$ cat config.mk
export PLATFORM = sky130hd
export DESIGN_NAME = throw_ctl
export DESIGN_NICKNAME = d
export VERILOG_FILES = /design/src/rtl/variable_pkg.sv /design/src/rtl/frame_tick.sv /design/src/rtl/throw_ctl.sv
export SDC_FILE = /design/constraint.sdc
export NUM_CORES = 1
export LEC_CHECK = 0
export BUFFER_PORTS_ARGS = -buffer_cell sky130_fd_sc_hd__buf_2
export CAP_MARGIN = 40
export CORE_MARGIN = 3
export CORE_UTILIZATION = 34
export CTS_CLUSTER_SIZE = 12
export DETAILED_ROUTE_END_ITERATION = 12
export GPL_TIMING_DRIVEN = 0
export SYNTH_ARGS = -nofsm -noshare
export SYNTH_HDL_FRONTEND = slang
export SYNTH_SLANG_ARGS = --single-unit
$ cat constraint.sdc
create_clock -name clk60MHz -period 7.3 [get_ports clk60MHz]
set_input_delay 0.73 -clock clk60MHz [delete_from_list [all_inputs] [get_ports clk60MHz]]
set_output_delay 0.73 -clock clk60MHz [all_outputs]
set_load 0.01 [all_outputs]
$ cat src/rtl/variable_pkg.sv
// Scene constants and state type shared by the cat-vs-dog movers.
// FENCE_*  : fence rectangle (x span and top edge), inclusive bounds
// GROUND_Y : ground line; a projectile at or below it has landed
// HMAX     : rightmost visible column
// throw_state_t : projectile sequencer states
package variable_pkg;

  localparam logic signed [12:0] FENCE_X0 = 13'sd497;
  localparam logic signed [12:0] FENCE_X1 = 13'sd527;
  localparam logic signed [12:0] FENCE_Y0 = 13'sd384;
  localparam logic signed [12:0] GROUND_Y = 13'sd668;
  localparam logic signed [12:0] HMAX     = 13'sd1023;

  typedef enum logic [1:0] {
    IDLE   = 2'd0,
    FLIGHT = 2'd1,
    IMPACT = 2'd2
  } throw_state_t;

endpackage

$ cat src/rtl/frame_tick.sv
// Rising-edge detector on vblnk; produces a one-clock frame tick.
// clk_i   : system clock
// rst_i   : asynchronous active-high reset
// vblnk_i : vertical blank from the timing chain
// tick_o  : high for one clock after vblnk rises
module frame_tick (
  input  logic clk_i,
  input  logic rst_i,
  input  logic vblnk_i,
  output logic tick_o
);

  logic vblnk_q;

  always_ff @(posedge clk_i or posedge rst_i) begin
    if (rst_i) vblnk_q <= 1'b0;
    else       vblnk_q <= vblnk_i;
  end

  assign tick_o = vblnk_i & ~vblnk_q;

endmodule

$ cat src/rtl/throw_ctl.sv
// Turn-based projectile sequencer for the cat-vs-dog scene.
// Launches on fire, moves the projectile once per frame with gravity,
// detects fence / ground / screen-edge contact, holds the result for
// IMPACT_FRAMES frames and then hands the turn to the other player.
// clk60MHz     : system clock
// rst          : asynchronous active-high reset (aborts any shot)
// vblnk        : vertical blank; rising edge = frame tick
// fire, power  : launch request and strength 0..15
// turn         : 0 cat to play, 1 dog to play
// busy         : shot in FLIGHT or IMPACT
// proj_visible : projectile drawn (FLIGHT only)
// proj_x/y     : projectile position, never negative
// hit_fence    : last shot struck the fence
// hit_target   : last shot landed on the opponent
module throw_ctl
  import variable_pkg::*;
#(
  parameter int CAT_X         = 264,
  parameter int DOG_X         = 760,
  parameter int LAUNCH_Y      = 600,
  parameter int GRAVITY       = 1,
  parameter int TARGET_W      = 64,
  parameter int IMPACT_FRAMES = 30
) (
  input  logic        clk60MHz,
  input  logic        rst,
  input  logic        vblnk,
  input  logic        fire,
  input  logic [3:0]  power,
  output logic        turn,
  output logic        busy,
  output logic        proj_visible,
  output logic [11:0] proj_x,
  output logic [11:0] proj_y,
  output logic        hit_fence,
  output logic        hit_target
);

  localparam logic signed [12:0] CAT13 = 13'(CAT_X);
  localparam logic signed [12:0] DOG13 = 13'(DOG_X);
  localparam logic signed [12:0] LY13  = 13'(LAUNCH_Y);
  localparam logic signed [12:0] G13   = 13'(GRAVITY);
  localparam logic signed [12:0] TW13  = 13'(TARGET_W);
  localparam logic [4:0]         CNT_LAST = 5'(IMPACT_FRAMES - 1);

  logic tick;

  frame_tick u_frame_tick (
    .clk_i   (clk60MHz),
    .rst_i   (rst),
    .vblnk_i (vblnk),
    .tick_o  (tick)
  );

  throw_state_t      state_q;
  logic              turn_q, busy_q, vis_q, hf_q, ht_q;
  logic signed [12:0] x_q, y_q, vx_q, vy_q;
  logic [4:0]        cnt_q;

  // Launch values derived from the current turn and power.
  logic [3:0]         mag;
  logic [4:0]         spd;
  logic signed [12:0] mag_s, vx0, vy0, launch_x, opp_x;
  assign mag      = 4'd4 + {1'b0, power[3:1]};
  assign spd      = 5'd8 + {1'b0, power};
  assign mag_s    = $signed({9'd0, mag});
  assign vx0      = turn_q ? -mag_s : mag_s;
  assign vy0      = -$signed({8'd0, spd});
  assign launch_x = turn_q ? DOG13 : CAT13;
  assign opp_x    = turn_q ? CAT13 : DOG13;

  // Candidate position for this frame; collisions are judged on it.
  logic signed [12:0] nx_d, ny_d, dx, adx;
  logic               fence_c, ground_c, off_c, on_target;
  assign nx_d      = x_q + vx_q;
  assign ny_d      = y_q + vy_q;
  assign dx        = nx_d - opp_x;
  assign adx       = dx[12] ? -dx : dx;
  assign on_target = adx <= TW13;
  assign fence_c   = (nx_d >= FENCE_X0) && (nx_d <= FENCE_X1) && (ny_d >= FENCE_Y0);
  assign ground_c  = ny_d >= GROUND_Y;
  assign off_c     = (nx_d < 13'sd0) || (nx_d > HMAX);

  always_ff @(posedge clk60MHz or posedge rst) begin
    if (rst) begin
      state_q <= IDLE;
      turn_q  <= 1'b0;
      busy_q  <= 1'b0;
      vis_q   <= 1'b0;
      hf_q    <= 1'b0;
      ht_q    <= 1'b0;
      x_q     <= CAT13;
      y_q     <= LY13;
      vx_q    <= '0;
      vy_q    <= '0;
      cnt_q   <= '0;
    end else begin
      case (state_q)
        IDLE: begin
          // x_q/y_q already sit at the launch point of the current turn.
          if (fire) begin
            x_q     <= launch_x;
            y_q     <= LY13;
            vx_q    <= vx0;
            vy_q    <= vy0;
            hf_q    <= 1'b0;
            ht_q    <= 1'b0;
            busy_q  <= 1'b1;
            vis_q   <= 1'b1;
            state_q <= FLIGHT;
          end
        end
        FLIGHT: begin
          if (tick) begin
            vy_q <= vy_q + G13;
            x_q  <= nx_d;
            y_q  <= ny_d;
            if (fence_c) begin
              hf_q    <= 1'b1;
              vis_q   <= 1'b0;
              cnt_q   <= '0;
              state_q <= IMPACT;
            end else if (ground_c) begin
              y_q     <= GROUND_Y;
              ht_q    <= on_target;
              vis_q   <= 1'b0;
              cnt_q   <= '0;
              state_q <= IMPACT;
            end else if (off_c) begin
              x_q     <= nx_d[12] ? 13'sd0 : HMAX;
              vis_q   <= 1'b0;
              cnt_q   <= '0;
              state_q <= IMPACT;
            end
          end
        end
        IMPACT: begin
          if (tick) begin
            if (cnt_q == CNT_LAST) begin
              cnt_q   <= '0;
              turn_q  <= ~turn_q;
              busy_q  <= 1'b0;
              // Park at the incoming player's launch point.
              x_q     <= turn_q ? CAT13 : DOG13;
              y_q     <= LY13;
              state_q <= IDLE;
            end else begin
              cnt_q <= cnt_q + 5'd1;
            end
          end
        end
        default: state_q <= IDLE;
      endcase
    end
  end

  assign turn         = turn_q;
  assign busy         = busy_q;
  assign proj_visible = vis_q;
  assign hit_fence    = hf_q;
  assign hit_target   = ht_q;
  // Saturate at zero so the port never shows a wrapped negative.
  assign proj_x       = x_q[12] ? 12'd0 : x_q[11:0];
  assign proj_y       = y_q[12] ? 12'd0 : y_q[11:0];

endmodule

==> results of run 1 <==
-- synth_stat cells (all sizes together) (5+ instances only) --
cell / n
o31ai: 5
nor3: 12
and4: 6
o21a: 8
nor2: 40
xnor2: 16
nand2b: 8
dfrtp: 53
a211o: 7
xor2: 12
nor2b: 34
and2: 10
a211oi: 7
nand2: 50
a21o: 10
nand3: 22
inv: 24
and3: 9
ha: 41
o21bai: 5
a31oi: 8
dfstp: 6
o21ai: 42
nor3b: 6
a22o: 8
a21oi: 41
or3: 5
clkbuf: 18
o221a: 6
-- worst paths after layout --
check                         start         end  slack, ns  cells after the start
max in group asynchronous       rst      y_q[9]       6.24                      3
min in group clk60MHz      cnt_q[4]    cnt_q[4]       0.49                      1
min                             rst    cnt_q[1]       0.42                      2
min reg2reg                cnt_q[4]    cnt_q[4]       0.49                      1
max                        vx_q[10]  hit_target       2.71                     16
max reg2reg                vx_q[10]  hit_target       2.71                     16
-- layer usage --
layer | vias up | global-route usage | part of all wire
li1 | 2355 | - | -
met1 | 2317 | 0.242 | 0.47
met2 | 123 | 0.277 | 0.46
met3 | 18 | 0.0326 | 0.047
met4 | 0 | 0.0537 | 0.022
met5 | - | 0 | 0
-- worst max-delay path, stage by stage (launching register included) --
cell and delay (ns):
dfrtp_1 0.48, ha_1 0.39, a211o_1 0.33, a211o_1 0.36
a221o_1 0.46, ha_1 0.39, nand2_1 0.06, o21ai_0 0.31
nor3_1 0.08, a211o_1 0.29, buf_1 0.21, and2_1 0.22
a221oi_1 0.31, a31oi_1 0.12, a21oi_1 0.19, a21oi_1 0.11
nor3_1 0.18
-- logic make-up (layout without fill, tap and decap cells) --
group,count (synthesis),after routing
compound gates,198,198
xor+xnor,28,28
fa+ha+maj,44,44
buf+inv,44,97
flops,59,59
mux,8,8
simple gates,221,221
-- through the flow --
step | utilization | setup slack [ns] | cells | cell area, um2
finish | 0.401 | 2.71 | 839 | 5900
global route | 0.401 | 2.32 | 839 | 5900
CTS | 0.401 | 2.75 | 839 | 5900
detailed placement | 0.381 | 2.78 | 823 | 5600
global placement | 0.380 | 2.85 | 822 | 5580
floorplan | - | 3.35 | 602 | 5170
-- flip-flops by register name (all words and copies together) (netlist names) --
| register | cells |
|---|---|
| turn | 1 |
| u_frame_tick.vblnk_q | 1 |
| vx_q | 7 |
| proj_visible | 1 |
| hit_fence | 1 |
| busy | 1 |
| state_q | 2 |
| cnt_q | 5 |
| vy_q | 13 |
| x_q | 13 |
| y_q | 13 |
| hit_target | 1 |
-- cell type report --
| cell class | instances | area (um2) |
|---|---|---|
| clock inverters | 7 | 68.8 |
| flip-flops and latches | 59 | 1480 |
| well taps | 184 | 230 |
| multi-input cells | 499 | 3520 |
| fillers | 1452 | 8800 |
| plain buffers | 20 | 76.3 |
| repair buffers | 37 | 200 |
| inverters | 24 | 90.1 |
| clock buffers | 9 | 225 |
==> results.json, run 1 <==
{
  "ioPinCount": 37,
  "initial_utilization": 0.352,
  "area_delta_synth_final_pct": 14.0,
  "cts_resized": 0,
  "synth_edf_count": 0,
  "netlist_instances": 602,
  "hold_viol": 0,
  "gp_congestion": 0.889,
  "critical_path_arrival_ns": 4.83,
  "via_per_inst": 5.74,
  "fin_skew_ns": 0.00618,
  "first_pass_iters": 5,
  "rsz0062_at_grt": "false",
  "synth_fa_ha_area_frac": 0.111,
  "synthTopCellsByArea": "dfrtp_1 26%, ha_1 9.9%, nor2b_1 4.1%",
  "grtUsageTotal": 0.175,
  "antenna_left": 0,
  "die_x_um": 129,
  "cts_setup_buffers": 0,
  "portBuffers": 36,
  "routed_wl_um": 14200,
  "async_flop_share": 1.00,
  "finalCriticalPeriod_ns": 4.59,
  "synth_compound_area_frac": 0.277,
  "ys_seq_area_frac": 0.287,
  "yosysTopAreaCell": "dfrtp_1",
  "syn_area_per_cell_um2": 8.59,
  "outcome": "finished, final reports clean",
  "core_area_um2": 14700,
  "yosys.area_share.simple": 0.230,
  "layout_commonest_cell": "dfrtp_1",
  "synth_seq_cells": 59,
  "cp-end-kind": "flip-flop",
  "synth_top_family_by_area": "compound AO/OA/AOI/OAI gates",
  "critPathKind": "reg -> reg",
  "period_share": 0.629,
  "clkSlewWorstSetupHoldPaths_ns": 0.05,
  "synth.top_cell.area_share": 0.256,
  "antenna_found_initial": 0,
  "maxCapViolCount": 0,
  "syn_nets": 654,
  "synth-xor-area-share": 0.0474,
  "dpl.hpwl_um": 11100,
  "grt_pass1_vias": 4558,
  "yosysWarnings": 0,
  "muxShareOfSynthArea": 0.0164,
  "cts_inserted_buffers": 9,
  "vias": 4813,
  "start_kind": "flip-flop",
  "clkSinkCount": 59,
  "grt_pass1_wl_um": 23500,
  "final.setup.tns_ns": 0,
  "mostFrequentLayoutCells": "53 x dfrtp_1, 49 x nand2_1, 41 x ha_1, 40 x a21oi_1, 39 x nor2_1",
  "ctsHoldBuffers": 0,
  "fmax_ghz": 0.218,
  "finalSetupViolCount": 0,
  "synth_top_flop_cell": "dfrtp_1",
  "clk_path_buf_depth": 2,
  "cp_max_fo": 9,
  "cp_data_required_time_ns": 7.54,
  "n_antenna_cell": 0,
  "drc": 0,
  "cts-root-buf": "clkbuf_16",
  "grt_max_degree": 39,
  "overflow": 0,
  "synth_area_um2": 5170,
  "die_y_um": 129,
  "cts_tree": "yes",
  "drv_slew": 0,
  "final_net_count": 702,
  "hold_class": "in -> async",
  "tightest_slew_ns": 0.905,
  "fp.dieArea_um2": 16700,
  "insertion_delay_ns": 0.33,
  "cts-htree-levels": 3,
  "synth.distinct_cells": 82,
  "slew_headroom": 0.397,
  "layout-drive-gt1-share": 0.134,
  "rows": 44,
  "drtIter0Drc": 339,
  "holdWs_ns": 0.420,
  "wire_per_inst_um": 17.0
}
Power of run 1 is not shown: default switching activity piles up to over one toggle a cycle in this logic, so the estimate is an artifact.
==> run 2: changes to the inputs <==
--- a/config.mk
+++ b/config.mk
@@ -5,6 +5,7 @@
 export SDC_FILE = /design/constraint.sdc
 export NUM_CORES = 1
 export LEC_CHECK = 0
+export ABC_AREA = 1
 export BUFFER_PORTS_ARGS = -buffer_cell sky130_fd_sc_hd__buf_2
 export CAP_MARGIN = 40
 export CORE_MARGIN = 3
==> constraint.sdc (replaced) <==
create_clock -name clk60MHz -period 4 [get_ports clk60MHz]
set_input_delay 0.4 -clock clk60MHz [delete_from_list [all_inputs] [get_ports clk60MHz]]
set_output_delay 0.4 -clock clk60MHz [all_outputs]
set_load 0.01 [all_outputs]
==> run 2 against run 1 <==
Flip-flop and latch count unchanged. Final cell count grew 24%. Register-to-register slack worse by 2.4 ns. Global-route usage rose by 0.052 points. Synthesized cell count is 33% higher. Routed wire length is 0.72% higher. First-iteration DRC count is 0.59% higher. Hold slack worse by 0.31 ns. Count of clock-buffer cells in the layout is the same. Setup slack worse by 2.4 ns. Highest routed layer unchanged.
==> results.json, run 2 <==
{
  "outcome": "finished, final reports clean",
  "yosysWarnings": 0,
  "fillerInstances": 1600,
  "start_kind": "flip-flop",
  "ctsHoldBuffers": 0,
  "cp_max_fo": 10,
  "hold_class": "in -> async",
  "antenna_found_initial": 0,
  "portBuffers": 36,
  "gp_congestion": 0.888,
  "die_y_um": 131,
  "final_util": 0.412,
  "layout_commonest_cell": "nand2_1",
  "synth.distinct_cells": 46,
  "use_met2": 0.264,
  "drv_slew": 0,
  "initial_utilization": 0.355,
  "async_flop_share": 1.00,
  "ys_seq_area_frac": 0.281,
  "synthTopCellsByArea": "dfrtp_1 25%, nand2_1 15%, ha_1 9.7%",
  "fp.dieArea_um2": 17100,
  "core_area_um2": 14900,
  "tightest_slew_ns": 0.752,
  "finalCriticalPeriod_ns": 3.73,
  "drtIter0Drc": 341,
  "layout-drive-gt1-share": 0.118,
  "dpl.hpwl_um": 11300,
  "grt_max_degree": 37,
  "ioPinCount": 37,
  "via_per_inst": 4.96,
  "drc": 0,
  "cts-htree-levels": 3,
  "yosysTopAreaCell": "dfrtp_1",
  "first_pass_iters": 5,
  "synth_seq_cells": 59,
  "syn_area_per_cell_um2": 6.61,
  "fmax_ghz": 0.268,
  "clkSinkCount": 59,
  "syn_nets": 851,
  "synth_edf_count": 0,
  "overflow": 0,
  "synth.most_common_cell": "nand2_1",
  "final.setup.tns_ns": 0,
  "critPathKind": "reg -> reg",
  "met3_usage": 0.0358,
  "netlist_instances": 799,
  "pre_cts_ws_ns": 0.110,
  "clkSlewWorstSetupHoldPaths_ns": 0.06,
  "area_delta_synth_final_pct": 15.9,
  "n_antenna_cell": 0,
  "cp_data_required_time_ns": 4.23,
  "ys_top_cells_by_count": "208 x nand2_1, 136 x inv_1, 82 x nor2_1",
  "antenna_left": 0,
  "vias": 5159,
  "synth_top_flop_cell": "dfrtp_1",
  "busiest_layer": "met2",
  "grt_use_met1": 0.260,
  "wire_per_inst_um": 13.8,
  "top_regs": "vy_q x13, x_q x13, y_q x13",
  "fin_skew_ns": 0.00816,
  "cts_tree": "yes",
  "cp-end-kind": "flip-flop",
  "finalSetupViolCount": 0,
  "die_x_um": 131,
  "synth.top_cell.area_share": 0.251,
  "hold_viol": 0,
  "mostFrequentLayoutCells": "206 x nand2_1, 134 x inv_1, 81 x nor2_1, 74 x nand3_1, 52 x dfrtp_1",
  "grt_pass1_vias": 4678,
  "insertion_delay_ns": 0.34,
  "grt_pass1_wl_um": 23700,
  "grtUsageTotal": 0.175,
  "stdcell_area_um2": 6120,
  "critical_path_arrival_ns": 3.96,
  "maxCapViolCount": 0,
  "cts-root-buf": "clkbuf_16",
  "clk_path_buf_depth": 2,
  "cts_inserted_buffers": 9,
  "routed_wl_um": 14300,
  "synth_area_um2": 5280,
  "place_area_um2": 5710,
  "slew_headroom": 0.497,
  "period_share": 0.933,
  "rows": 44,
  "final_net_count": 904,
  "setup_ws_ns": 0.269
}
run 2: critical path: stages, from the launching register on:
cell and delay [ns]:
dfrtp_1 0.45, ha_1 0.38, a21oi_1 0.23, nand2_1 0.10, a21oi_1 0.19, xor2_1 0.25
inv_1 0.14, ha_4 0.31, nand2_1 0.08, nor2_1 0.11, nand3_1 0.13, nand2_1 0.10
nand2_1 0.05, nand2_1 0.08, inv_2 0.06, nand3_1 0.12, nand2_1 0.08, buf_4 0.17
nand2_1 0.06, nand2_1 0.06, a21oi_1 0.17, nor2_1 0.06, nand2_1 0.05, nand2_1 0.08
nand2_1 0.07, nand2_1 0.04
run 2: final cells by class:
class / instances / area [um2] / area share
plain buffers: 9 / 38.8 / 0.00634
clock buffers: 9 / 225 / 0.0368
clock inverters: 7 / 76.3 / 0.0125
inverters: 142 / 534 / 0.0873
multi-input cells: 589 / 3300 / 0.539
flip-flops and latches: 59 / 1490 / 0.243
well taps: 184 / 230 / 0.0376
repair buffers: 42 / 235 / 0.0384
run 2: worst paths after layout:
check,start,to,slack (ns),cells after the start
max,vx_q[9],hit_target,0.27,25
min reg2reg,proj_visible,proj_visible,0.48,2
max in group asynchronous,rst,x_q[8],3.24,3
max reg2reg,vx_q[9],hit_target,0.27,25
min in group clk60MHz,vblnk,u_frame_tick.vblnk_q,0.18,1
min,rst,state_q[1],0.11,2
run 2: cells by family after synthesis:
logic type,after synthesis,synth area share
AND/OR/NAND/NOR,414,0.347
buffers and inverters,151,0.109
AO/OA/AOI/OAI,109,0.115
flip-flops,59,0.281
adder cells (fa/ha/maj),44,0.109
XOR/XNOR,22,0.0400
run 2: metal layers:
layer  vias to the layer above  share of wire
li1                       2681              -
met2                        99           0.43
met1                      2361           0.51
met4                         0          0.013
met5                         -              0
met3                        18          0.048
run 2: timing repair:
item	in CTS	in global routing
endpoints found under the setup margin	0	1
gates resized for setup	0	13
buffers inserted	0	4
run 2: stage by stage:
step,hold slack (ns),std cells
final,0.106,1041
after global routing,0.158,1041
after CTS,0.128,1036
after detailed placement,0.466,1020
after global placement,0.460,1019
after floorplan,0.431,799
Power of run 2 is left out for the same reason.
==> run 3: changes to the inputs <==
--- a/config.mk
+++ b/config.mk
@@ -13,6 +13,7 @@
 export CTS_CLUSTER_SIZE = 12
 export DETAILED_ROUTE_END_ITERATION = 12
 export GPL_TIMING_DRIVEN = 0
+export PLACE_DENSITY = 0.56
 export SYNTH_ARGS = -nofsm -noshare
 export SYNTH_HDL_FRONTEND = slang
 export SYNTH_SLANG_ARGS = --single-unit
==> run 3 against run 2 <==
Flip-flop and latch count stayed put. Routed wire length increased by 2.4%. Die area did not move. Clock skew shrank 0.0014 ns. Core utilization increased by 0.093 points. Via count is 1.2% lower. Largest cell class unchanged.
==> results.json, run 3 (same netlist as run 2, synthesis figures left out) <==
{
  "fp.dieArea_um2": 17100,
  "grtUsageTotal": 0.178,
  "rows": 44,
  "mostFrequentLayoutCells": "205 x nand2_1, 135 x inv_1, 82 x nor2_1, 74 x nand3_1, 52 x dfrtp_1",
  "clkSinkCount": 59,
  "critical-path-slowest-cell": "dfstp_2",
  "maxCapViolCount": 0,
  "outcome": "finished, final reports clean",
  "wire_per_inst_um": 14.1,
  "cp-end-kind": "flip-flop",
  "antenna_found_initial": 0,
  "via_per_inst": 4.90,
  "period_share": 0.910,
  "hold_viol": 0,
  "layout_commonest_cell": "nand2_1",
  "grt_max_degree": 36,
  "clkSlewWorstSetupHoldPaths_ns": 0.06,
  "routed_wl_um": 14700,
  "critPathMostFrequentCell": "nand2_1",
  "cts_inserted_buffers": 9,
  "portBuffers": 36,
  "fmax_ghz": 0.275,
  "clk_path_buf_depth": 2,
  "finalCriticalPeriod_ns": 3.64,
  "cts_tree": "yes",
  "finalSetupViolCount": 0,
  "core_area_um2": 14900,
  "ioPinCount": 37,
  "drc": 0,
  "cts-root-buf": "clkbuf_16",
  "die_y_um": 131,
  "area_delta_synth_final_pct": 16.2,
  "cts-htree-levels": 3,
  "start_kind": "flip-flop",
  "antenna_left": 0,
  "tightest_slew_ns": 0.910,
  "dpl.hpwl_um": 11600,
  "grt_pass1_vias": 4737,
  "fillerInstances": 1605,
  "insertion_delay_ns": 0.33,
  "cp_data_required_time_ns": 4.23,
  "critical_path_arrival_ns": 3.86,
  "vias": 5099,
  "cp_max_fo": 10,
  "final_net_count": 904,
  "top_regs": "vy_q x13, x_q x13, y_q x13",
  "hold_class": "in -> async",
  "initial_utilization": 0.355,
  "drv_slew": 0,
  "drtIter0Drc": 299,
  "critPathKind": "reg -> reg",
  "overflow": 0,
  "n_antenna_cell": 0,
  "die_x_um": 131,
  "fin_skew_ns": 0.00680,
  "first_pass_iters": 5,
  "r2r_setup_slack_ns": 0.36,
  "cp_slowest_stage_delay_ns": 0.53,
  "slew_headroom": 0.388,
  "gp_congestion": 0.879,
  "layout-drive-gt1-share": 0.121,
  "holdWs_ns": 0.123,
  "grt_pass1_wl_um": 23900
}
run 3: cell types whose count changed in the layout (fill, tap and decap cells not counted), sizes merged:
cell	before	now
bufinv	1	0
clkinv	6	9
clkinvlp	2	0
run 3: worst max-delay path, delay by kind of cell, from the launching register on:
kind / cells / cell delay [ns]
AO/OA/AOI/OAI: 2 / 0.35
XOR/XNOR: 1 / 0.21
adder cells (fa/ha/maj): 2 / 0.61
flip-flops: 1 / 0.53
AND/OR/NAND/NOR: 19 / 1.47
buffers and inverters: 3 / 0.37
run 3: path summary, 6_finish.rpt:
kind                                         to         start  cells after the start
max                                  hit_target        x_q[3]                     27
min                                  state_q[0]           rst                      2
max reg2reg                          hit_target        x_q[3]                     27
min reg2reg                        proj_visible  proj_visible                      2
max in group asynchronous                x_q[8]           rst                      3
min in group clk60MHz      u_frame_tick.vblnk_q         vblnk                      1
run 3: layout make-up:
cell class | instances | area [um2] | share of cell area
clock inverters | 7 | 53.8 | 0.00877
flip-flops and latches | 59 | 1490 | 0.242
plain buffers | 9 | 38.8 | 0.00632
inverters | 142 | 534 | 0.0871
repair buffers | 42 | 238 | 0.0387
well taps | 184 | 230 | 0.0375
clock buffers | 9 | 225 | 0.0367
multi-input cells | 589 | 3330 | 0.543
run 3: per-stage QoR:
stage / setup TNS, ns / worst slack, ns / cells / util / instance area (um2)
after CTS: 0 / 0.0632 / 1036 / 0.403 / 5990
after detailed placement: 0 / 0.109 / 1020 / 0.384 / 5710
after global placement: 0 / 0.0735 / 1019 / 0.383 / 5690
final: 0 / 0.360 / 1041 / 0.413 / 6140
after global routing: -0.00830 / -0.00830 / 1041 / 0.413 / 6140
after floorplan: 0 / 0.722 / 799 / - / 5280
run 3: layer usage:
layer,vias to the layer above,track usage,wire (um)
met5,-,0,0
met4,0,0.0333,142
met3,11,0.0337,606
met2,91,0.273,6330
met1,2307,0.263,7600
li1,2690,-,-
run 3: repair_timing:
item / in CTS / in global routing
setup buffers: 0 / 5
gates resized for setup: 0 / 17
setup endpoints to repair: 0 / 1
hold buffers: 0 / 0
Power of run 3 is left out for the same reason.
